**src/rtl/stereo_matrix_interp_48_192_pkg.sv**
```systemverilog
// Shared constants and types for the 48 kHz -> 192 kHz stereo matrix /
// interpolation stage and the multiplex stage that follows it.
//   FM_NBITS   : audio sample width (signed two's complement)
//   FM_UPS     : interpolation factor (shift-based, fixed at 4)
//   FM_PHASE_W : width of the interpolation phase counter
package stereo_matrix_interp_48_192_pkg;

    localparam int FM_NBITS   = 18;
    localparam int FM_UPS     = 4;
    localparam int FM_PHASE_W = 2;

    typedef logic [FM_PHASE_W-1:0] phase_t;

    // Channel index into the per-channel packed arrays of the top.
    typedef enum logic {
        CH_MID  = 1'b0,
        CH_SIDE = 1'b1
    } chan_e;

endpackage

```
**src/rtl/stereo_matrix_interp_48_192_if.sv**
```systemverilog
// Sample/strobe bus between clockgen + audio source (master) and the
// stereo matrix interpolator (slave).
//   clken_48 / clken_192   : one-cycle rate strobes
//   LEFT_IN / RIGHT_IN     : signed audio, sampled on clken_48
//   LI_MID / LI_SIDE       : interpolated mid/side samples
//   ready_interp           : one-cycle pulse, LI_MID/LI_SIDE updated
//   err_underrun           : sticky missing-input-sample flag
interface stereo_matrix_interp_48_192_if
    import stereo_matrix_interp_48_192_pkg::*;
#(
    parameter int NBITS = FM_NBITS
);
    logic                    clken_48;
    logic                    clken_192;
    logic signed [NBITS-1:0] LEFT_IN;
    logic signed [NBITS-1:0] RIGHT_IN;
    logic signed [NBITS-1:0] LI_MID;
    logic signed [NBITS-1:0] LI_SIDE;
    logic                    ready_interp;
    logic                    err_underrun;

    modport master (
        output clken_48, clken_192, LEFT_IN, RIGHT_IN,
        input  LI_MID, LI_SIDE, ready_interp, err_underrun
    );

    modport slave (
        input  clken_48, clken_192, LEFT_IN, RIGHT_IN,
        output LI_MID, LI_SIDE, ready_interp, err_underrun
    );
endinterface

```
**src/rtl/stereo_matrix_interp_48_192_lin_interp4.sv**
```systemverilog
// One channel of the x4 linear interpolator.
// Holds the previous and current 48 kHz sample and forms
//   y = prev + (((cur - prev) * k) >>> SHIFT)
// combinationally for the phase k supplied by the top.
// Ports:
//   clock, reset : system clock, async active-low reset
//   load         : 48 kHz strobe, shifts cur->prev and captures din
//   din          : new matrixed sample
//   k            : interpolation phase (0..3)
//   y            : interpolated sample (combinational)
module stereo_matrix_interp_48_192_lin_interp4 #(
    parameter int NBITS = 18,
    parameter int SHIFT = 2
) (
    input  logic                    clock,
    input  logic                    reset,
    input  logic                    load,
    input  logic signed [NBITS-1:0] din,
    input  logic [1:0]              k,
    output logic signed [NBITS-1:0] y
);
    localparam int DW = NBITS + 1;  // cur - prev
    localparam int PW = NBITS + 3;  // (cur - prev) * 3

    logic signed [NBITS-1:0] prev, cur;
    logic signed [DW-1:0]    diff;
    logic signed [PW-1:0]    diff_x, prod, step, sum;

    always_ff @(posedge clock or negedge reset) begin
        if (!reset) begin
            prev <= '0;
            cur  <= '0;
        end else if (load) begin
            prev <= cur;
            cur  <= din;
        end
    end

    // k is at most 3, so the product is a shift/add of the difference.
    // The arithmetic shift floors toward -inf, which keeps y between
    // prev and cur for either sign of the difference.
    always_comb begin
        diff   = DW'(cur) - DW'(prev);
        diff_x = PW'(diff);
        prod   = '0;
        if (k[0]) prod = prod + diff_x;
        if (k[1]) prod = prod + (diff_x <<< 1);
        step   = prod >>> SHIFT;
        sum    = PW'(prev) + step;
        y      = sum[NBITS-1:0];
    end

    // The bits dropped by the truncation must be pure sign extension.
    always_comb begin
        if (reset) begin
            assert (sum[PW-1:NBITS-1] == {(PW-NBITS+1){sum[NBITS-1]}});
        end
    end

endmodule

```
**src/rtl/stereo_matrix_interp_48_192.sv**
```systemverilog
// Stereo matrix + x4 linear interpolator, 48 kHz in / 192 kHz out.
// Forms mid = (L+R)>>>1 and side = (L-R)>>>1 on each clken_48, then
// presents one interpolated mid/side pair per clken_192, one clock after
// the strobe, with a one-cycle ready_interp pulse.
// Ports:
//   clock  : system clock
//   reset  : asynchronous active-low reset
//   bus    : slave side of stereo_matrix_interp_48_192_if (strobes,
//            LEFT_IN/RIGHT_IN in; LI_MID/LI_SIDE/ready_interp/
//            err_underrun out)
module stereo_matrix_interp_48_192
    import stereo_matrix_interp_48_192_pkg::*;
#(
    parameter int NBITS = FM_NBITS,
    parameter int UPS   = FM_UPS
) (
    input  logic                          clock,
    input  logic                          reset,
    stereo_matrix_interp_48_192_if.slave  bus
);
    localparam int     SW        = NBITS + 1;
    localparam int     SHIFT     = $clog2(UPS);
    localparam phase_t PHASE_MAX = phase_t'(UPS - 1);

    logic signed [SW-1:0]       sum_lr, dif_lr;
    logic [1:0][NBITS-1:0]      mat;   // indexed by chan_e
    logic [1:0][NBITS-1:0]      y;
    phase_t                     k;
    logic                       fresh;  // clken_48 seen, no clken_192 yet
    logic                       stb_d;
    logic                       err;
    logic                       rdy;
    logic signed [NBITS-1:0]    out_mid, out_side;

    // Matrix: 19-bit sum/difference, then halve; always fits NBITS.
    always_comb begin
        sum_lr          = SW'(bus.LEFT_IN) + SW'(bus.RIGHT_IN);
        dif_lr          = SW'(bus.LEFT_IN) - SW'(bus.RIGHT_IN);
        mat[CH_MID]     = sum_lr[SW-1:1];
        mat[CH_SIDE]    = dif_lr[SW-1:1];
    end

    for (genvar ch = 0; ch < 2; ch++) begin : g_chan
        stereo_matrix_interp_48_192_lin_interp4 #(
            .NBITS (NBITS),
            .SHIFT (SHIFT)
        ) u_interp (
            .clock (clock),
            .reset (reset),
            .load  (bus.clken_48),
            .din   (mat[ch]),
            .k     (k),
            .y     (y[ch])
        );
    end

    // Phase control. A clken_48 restarts the frame at phase 0. When it
    // arrives a clock ahead of its clken_192, that strobe must still show
    // phase 0, so 'fresh' swallows the increment of the first strobe and
    // the output matches the coincident case.
    always_ff @(posedge clock or negedge reset) begin
        if (!reset) begin
            k     <= '0;
            fresh <= 1'b0;
            stb_d <= 1'b0;
            err   <= 1'b0;
        end else begin
            stb_d <= bus.clken_192;
            if (bus.clken_48) begin
                k     <= '0;
                fresh <= !bus.clken_192;
            end else if (bus.clken_192) begin
                if (fresh) begin
                    fresh <= 1'b0;
                end else if (k != PHASE_MAX) begin
                    k <= k + phase_t'(1);
                end else begin
                    err <= 1'b1;  // input starved: hold last phase
                end
            end
        end
    end

    // Output register: loads one clock after each clken_192, from the
    // state that strobe produced.
    always_ff @(posedge clock or negedge reset) begin
        if (!reset) begin
            out_mid  <= '0;
            out_side <= '0;
            rdy      <= 1'b0;
        end else begin
            rdy <= stb_d;
            if (stb_d) begin
                out_mid  <= y[CH_MID];
                out_side <= y[CH_SIDE];
            end
        end
    end

    assign bus.LI_MID       = out_mid;
    assign bus.LI_SIDE      = out_side;
    assign bus.ready_interp = rdy;
    assign bus.err_underrun = err;

endmodule

```
**src/flat_wrapper.sv**
```systemverilog
// flat-port wrapper written by rule: the top's interface ports become plain ports
module stereo_matrix_interp_48_192_flat import stereo_matrix_interp_48_192_pkg::*;
#(
    parameter int NBITS = FM_NBITS,
    parameter int UPS   = FM_UPS
)
  (clock, reset, bus_clken_48, bus_clken_192, bus_LEFT_IN, bus_RIGHT_IN, bus_LI_MID, bus_LI_SIDE, bus_ready_interp, bus_err_underrun);
  stereo_matrix_interp_48_192_if #(.NBITS(NBITS)) bus_i ();
  input  logic clock;
  input  logic reset;
  input wire logic [$bits(bus_i.clken_48)-1:0] bus_clken_48;
  input wire logic [$bits(bus_i.clken_192)-1:0] bus_clken_192;
  input wire logic [$bits(bus_i.LEFT_IN)-1:0] bus_LEFT_IN;
  input wire logic [$bits(bus_i.RIGHT_IN)-1:0] bus_RIGHT_IN;
  output wire logic [$bits(bus_i.LI_MID)-1:0] bus_LI_MID;
  output wire logic [$bits(bus_i.LI_SIDE)-1:0] bus_LI_SIDE;
  output wire logic [$bits(bus_i.ready_interp)-1:0] bus_ready_interp;
  output wire logic [$bits(bus_i.err_underrun)-1:0] bus_err_underrun;
  assign bus_i.clken_48 = bus_clken_48;
  assign bus_i.clken_192 = bus_clken_192;
  assign bus_i.LEFT_IN = bus_LEFT_IN;
  assign bus_i.RIGHT_IN = bus_RIGHT_IN;
  assign bus_LI_MID = bus_i.LI_MID;
  assign bus_LI_SIDE = bus_i.LI_SIDE;
  assign bus_ready_interp = bus_i.ready_interp;
  assign bus_err_underrun = bus_i.err_underrun;
  stereo_matrix_interp_48_192 #(.NBITS(NBITS), .UPS(UPS)) u_core (.clock(clock), .reset(reset), .bus(bus_i));
endmodule
```
**config.mk**
```make
export PLATFORM = sky130hd
export DESIGN_NAME = stereo_matrix_interp_48_192_flat
export DESIGN_NICKNAME = d
export VERILOG_FILES = /design/src/rtl/stereo_matrix_interp_48_192_pkg.sv /design/src/rtl/stereo_matrix_interp_48_192_if.sv /design/src/rtl/stereo_matrix_interp_48_192_lin_interp4.sv /design/src/rtl/stereo_matrix_interp_48_192.sv /design/src/flat_wrapper.sv
export SDC_FILE = /design/constraint.sdc
export NUM_CORES = 1
export LEC_CHECK = 0
export BUFFER_PORTS_ARGS = -buffer_cell sky130_fd_sc_hd__buf_2
export CORE_MARGIN = 2
export CORE_UTILIZATION = 57
export DETAILED_ROUTE_END_ITERATION = 7
export PLACE_DENSITY = 0.76
export SLEW_MARGIN = 20
export SYNTH_ARGS = -nofsm -noshare
export SYNTH_HDL_FRONTEND = slang
export SYNTH_HIERARCHICAL = 1
export SYNTH_SLANG_ARGS = --single-unit
```
**constraint.sdc**
```tcl
create_clock -name clock -period 5.2 [get_ports clock]
set_input_delay 0 -clock clock [delete_from_list [all_inputs] [get_ports clock]]
set_output_delay 0 -clock clock [all_outputs]
set_load 0.01 [all_outputs]
```
After elaboration in Yosys (flattened, before gate mapping)
Index checks and enable logic that the tools add are counted.
{ "classes": {"add_sub_neg": 9, "eq_ne": 2, "muxes": 10, "bitwise_logic": 3, "n_reduce_logical": 5} }
{ "op_table": {"columns": ["cell", "n"], "rows": [
  ["20-bit 2-to-1 mux", 4],
  ["18-bit by 18-bit subtractor with 19-bit output", 3],
  ["20-bit adder", 2],
  ["18-bit adder", 2],
  ["18-bit by 18-bit adder with 19-bit output", 1],
  ["2-bit 2-to-1 mux", 4],
  ["2-bit inequality test, second input constant", 2],
  ["4-bit AND reduction", 1],
  ["2-bit nonzero test", 2],
  ["1-bit inverter", 3],
  ["3-bit AND reduction", 1],
  ["2-bit by 1-bit adder with 2-bit output, second input constant", 1],
  ["1-bit 2-to-1 mux", 2],
  ["1-bit logical NOT", 1]
]} }
{ "totals": {"ff_bits": 114, "inputBits": 40, "out_inout_bits": 38, "word_cells": 40} }

Longest topological paths before layout
{ "logic_depth": {"word_depth": 5, "ltp_mapped": 29, "depth_no_buf": 29} }

Cells and area by module
The synthesis kept the hierarchy.
{ "by_module_without_submodules": {"columns": ["mod", "instances", "cells_each", "area_per_inst_um2"], "rows": [
  ["stereo_matrix_interp_48_192_lin_interp4 at u_core.g_chan[0].u_interp", 1, 487, 4100.2],
  ["stereo_matrix_interp_48_192_lin_interp4 at u_core.g_chan[1].u_interp", 1, 471, 3958.8],
  ["stereo_matrix_interp_48_192", 1, 362, 3439.5]
]} }

Worst setup path before layout
No wires, ideal clock.
{ "synth_path": {"path_kind": "register to register", "from": "register u_core.g_chan[1].u_interp.prev[1]", "to": "register u_core.out_side[16] (netlist: u_core/bus.LI_SIDE[16])", "setup_ns": 0.125, "arrival_ns": 5.268, "required_ns": 5.075, "setup_slack_ns": -0.192, "stages_incl_launch_ff": 28, "n_path_buf": 0, "period_less_slack_ns": 5.392, "cell_sequence": "dfrtp_1 -> inv_1 -> ha_1 -> nor2b_1 -> o21a_1 -> o21a_1 -> o21ai_1 -> nand2b_1 -> a21o_1 -> a21oi_1 -> xnor2_1 -> and2_1 -> ha_1 -> o21a_2 -> a21o_1 -> a21o_1 -> a21o_1 -> a2111oi_2 -> nor3_1 -> xor2_1 -> mux2_4 -> ha_1 -> or3_1 -> nor3_1 -> o41ai_1 -> a21oi_1 -> xnor2_1 -> mux2_2"} }
{ "synth_rtl": {"columns": ["item", "line", "rtl"], "rows": [
  ["start, declared", "stereo_matrix_interp_48_192_lin_interp4.sv:25", "logic signed [NBITS-1:0] prev, cur;"],
  ["start signal, assigned", "stereo_matrix_interp_48_192_lin_interp4.sv:34", "prev <= cur;"],
  ["end signal, assigned", "stereo_matrix_interp_48_192.sv:95", "out_side <= y[CH_SIDE];"],
  ["end, declared", "stereo_matrix_interp_48_192.sv:33", "logic signed [NBITS-1:0] out_mid, out_side;"]
]} }

==> impl_metrics.yaml <==
run_status:
  outcome: "complete, but fails checks"
  violations: "negative setup slack"
power_and_ir_drop:
  power_frac_seq_pct: 14.5
  post-layout-total-power_mw: 9.77
  combinationalPowerShare_pct: 73.0
  power.internal_mw: 5.50
  total_leakage_power_nw: 6.98
  vdd_ir_drop_max_mv: 0.281
  p_switching_mw: 4.26
  clock_power_share_pct: 12.5
  power_per_unit_of_standard_cell_area_nw_per_um2: 653
  p_sw_share_pct: 43.6
synthesis:
  number_of_distinct_library_cell_variants_in_the_gate_level_netlist_after_synthesis: 87
  synth_nets: 1507
  post_synthesis_sequential_area_ratio_pct: 24.8
  number_of_enable_type_register_cells_in_the_synthesized_netlist: 0
  async_reset_ff_share_pct: 100
  post_synth_inst_count: 1320
  ys_ff_latch: 114
  syn_area_um2: 11500
  yosys_most_used_dff: "sky130_fd_sc_hd__dfrtp_1"
  syn-mean-instance-area_um2: 8.71
  synthesis.yosys.warnings: 6
route:
  vias_post_dr: 10900
  antenna_left: 0
  detail_route.vias_per_cell: 5.95
  drt_wl_total_um: 32400
  wl_per_cell_um: 17.7
  drt_drc_violations_left: 0
  drt_pre_antenna_iters: 5
  detail_route.iter0.violations: 920
placed_design:
  placed_cells: 1764
  finalWeightedCongestion: 0.946
  hpwl_dp_um: 21500
  post-place-ws_ns: -0.320
  io_buffers: 77
  postPlaceCellArea_um2: 13100
global_route:
  grt_overflow_total: 0
  grt_start_max_net_pins: 106
  grt_antenna_before_repair: 0
  grt_pass1_wl_um: 48200
  total_global_route_track_usage_pct: 27.3
  number_of_global_route_vias_before_repair: 9993
sta:
  max_slew.worst_pin.slew_ns: 0.984
  finClkSkew_ns: 0.00965
  final_critical_path_setup_slack_ns: -0.141
  timing.final.max_slew_violations: 0
  setup_total_negative_slack_ns: -0.631
  finalSetupViolations: 8
  clock.fmax_mhz: 187
  maxSlewHeadroom_pct: 34.4
  hold_viol: 0
  finalCriticalPeriod_ns: 5.34
  rsz0062_at_grt: "yes"
  layout_worst_path_cycle_share_pct: 103
  final.hold.worst_slack_ns: 0.130
floorplanning:
  core.rowCount: 51
  die_width_um: 146
  io_pins: 78
  floorplan.initialDensity_pct: 58.5
  die-area_um2: 21300
  core_region_area_um2: 19700
  die_y_um: 146
clock_tree:
  clkSlewWorstSetupHoldPaths_ns: 0.06
  cts-htree-levels: 4
  tritoncts: "built"
  clock_sinks: 114
  cts_buffers: 17
  cts.path.max_buffers: 2
  clock-root-buffer: "sky130_fd_sc_hd__clkbuf_16"
  worstSkewPairLatency_ns: 0.42
worst_setup_path:
  critical-path-slowest-cell: "sky130_fd_sc_hd__dfrtp_1"
  timing_worst_setup_path_type: "flop to flop"
  critical_path.startpoint_type: "flop"
  crit_required_ns: 5.51
  crit_top_cell: "sky130_fd_sc_hd__a21o_1"
  worst_setup_path_end_kind: "flop"
  crit_fanout: 3
  slowest_delay_ns: 0.39
  worstPathArrival_ns: 5.65
finish:
  post_layout_utilization_of_the_core_pct: 76.1
  drive_gt1_share_pct: 34.8
  antenna-diode-count: 0
  layout-area-overhead-vs-synth_pct: 30.0
  design.final.nets: 1738
  stdcell_count: 1829
  layout.cell_area.non_filler_um2: 15000
hold_path:
  hold_class: "input pin to flop"
flow_run:
  maxCapViolCount: 0
cell families after synthesis:
logic type / count (synthesis) / share of synthesized area, %
AOI/OAI and AO/OA: 376 / 21.5
and+or+nand+nor: 343 / 14.5
adders and majority gates: 147 / 16.5
buffers and inverters: 135 / 4.94
DFF: 114 / 24.8
xor gates and xnor gates: 113 / 8.61
muxes: 92 / 9.05
flip-flops by register name, indices dropped and copies added (netlist names):
signal / flops
u_core/g_chan.u_interp/cur: 36
u_core/stb_d: 1
u_core/k: 2
u_core/g_chan.u_interp/prev: 36
u_core/fresh: 1
u_core/bus.err_underrun: 1
u_core/bus.LI_SIDE: 18
u_core/bus.ready_interp: 1
u_core/bus.LI_MID: 18
cell type report:
| type | count | area (µm²) |
|---|---|---|
| Clock buffer | 20 | 457 |
| Fill cell | 1342 | 4700 |
| Clock inverter | 12 | 154 |
| Inverter | 95 | 357 |
| Sequential cell | 114 | 2850 |
| Multi-Input combinational cell | 1071 | 9060 |
| Timing Repair Buffer | 252 | 1740 |
| Tap cell | 265 | 332 |
synth_stat cells, types with 6 or more instances:
cell	count	share of area, %
sky130_fd_sc_hd__nand3_1	19	0.83
sky130_fd_sc_hd__buf_6	7	0.69
sky130_fd_sc_hd__a31oi_1	9	0.49
sky130_fd_sc_hd__a21oi_1	100	4.4
sky130_fd_sc_hd__ha_1	139	15
sky130_fd_sc_hd__xor2_1	32	2.4
sky130_fd_sc_hd__inv_1	93	3.0
sky130_fd_sc_hd__o21ai_0	81	3.5
sky130_fd_sc_hd__mux2_2	88	8.6
sky130_fd_sc_hd__xnor2_1	81	6.2
sky130_fd_sc_hd__o21bai_1	18	1.2
sky130_fd_sc_hd__buf_1	8	0.26
sky130_fd_sc_hd__nor2b_1	13	0.71
sky130_fd_sc_hd__nand4_1	6	0.33
sky130_fd_sc_hd__nand2_1	100	3.3
sky130_fd_sc_hd__or3_1	13	0.71
sky130_fd_sc_hd__and2_1	34	1.8
sky130_fd_sc_hd__o21a_1	25	1.6
sky130_fd_sc_hd__nor2_1	87	2.8
sky130_fd_sc_hd__and3_1	8	0.44
sky130_fd_sc_hd__dfrtp_1	114	25
sky130_fd_sc_hd__o31ai_1	11	0.72
sky130_fd_sc_hd__clkbuf_1	22	0.72
sky130_fd_sc_hd__fa_1	8	1.4
sky130_fd_sc_hd__a211oi_1	12	0.78
sky130_fd_sc_hd__nor3_1	27	1.2
sky130_fd_sc_hd__a21o_1	26	1.7
sky130_fd_sc_hd__o21ai_1	18	0.78
sky130_fd_sc_hd__nand2b_1	7	0.38
worst max-delay path, delay by kind of cell (launching register included):
kind	cells	cell delay (ns)
muxes	1	0.27
and+or+nand+nor	5	0.75
DFF	1	0.39
AOI/OAI and AO/OA	16	2.66
adders and majority gates	3	0.53
buffers and inverters	2	0.21
xor gates and xnor gates	3	0.46
metal layers:
layer,vias up,track usage (%),part of all wire (%)
met4,0,7.38,2.5
li1,5207,-,-
met1,5237,39.3,46
met3,68,3.31,5.6
met2,375,43.7,46
met5,-,0,0
path summary, 6_finish.rpt:
check / start / to / slack, ns / depth (start not counted)
worst min-delay path: bus_LEFT_IN[0] / u_core/g_chan[0].u_interp/cur[0] / 0.13 / 6
min in group asynchronous: reset / u_core/g_chan[0].u_interp/cur[3] / 0.24 / 2
worst max register to register: u_core/g_chan[1].u_interp/cur[0] / u_core/bus.LI_SIDE[17] / -0.14 / 30
worst min register to register: u_core/bus.err_underrun / u_core/bus.err_underrun / 0.47 / 1
worst max-delay path: u_core/g_chan[1].u_interp/cur[0] / u_core/bus.LI_SIDE[17] / -0.14 / 30
max in group asynchronous: reset / u_core/g_chan[1].u_interp/prev[12] / 3.86 / 3
power groups by stage:
stage	logic, mW	clock network, mW	registers [mW]
6_report	7.13	1.22	1.41
5_1_grt	7.66	1.28	1.44
4_1_cts	6.07	1.23	1.39
3_5_place_dp	5.71	0	1.40
3_3_place_gp	5.59	0	1.38
2_1_floorplan	3.77	0	1.40
placed cells by master, fill, tap and decap left out, drive strengths merged, types with 26 or more instances in the layout:
cell type / Yosys / final
xnor2: 81 / 81
a21o: 27 / 27
nand2: 101 / 101
nor2: 87 / 87
ha: 139 / 139
o21a: 26 / 26
a21oi: 104 / 104
buf: 18 / 249
o21ai: 100 / 100
mux2: 90 / 90
nor3: 28 / 28
inv: 93 / 95
xor2: 32 / 32
dfrtp: 114 / 114
and2: 35 / 35
timing repair:
item                                   CTS  global route
hold buffers                             3             0
pin swaps                               59            91
setup endpoints to repair               12            15
buffers inserted                        13            17
resized for setup                       54           135
endpoints found under the hold margin   76             0
gates cloned                             0             0
Note: power is estimated with default switching activity, not from simulation.
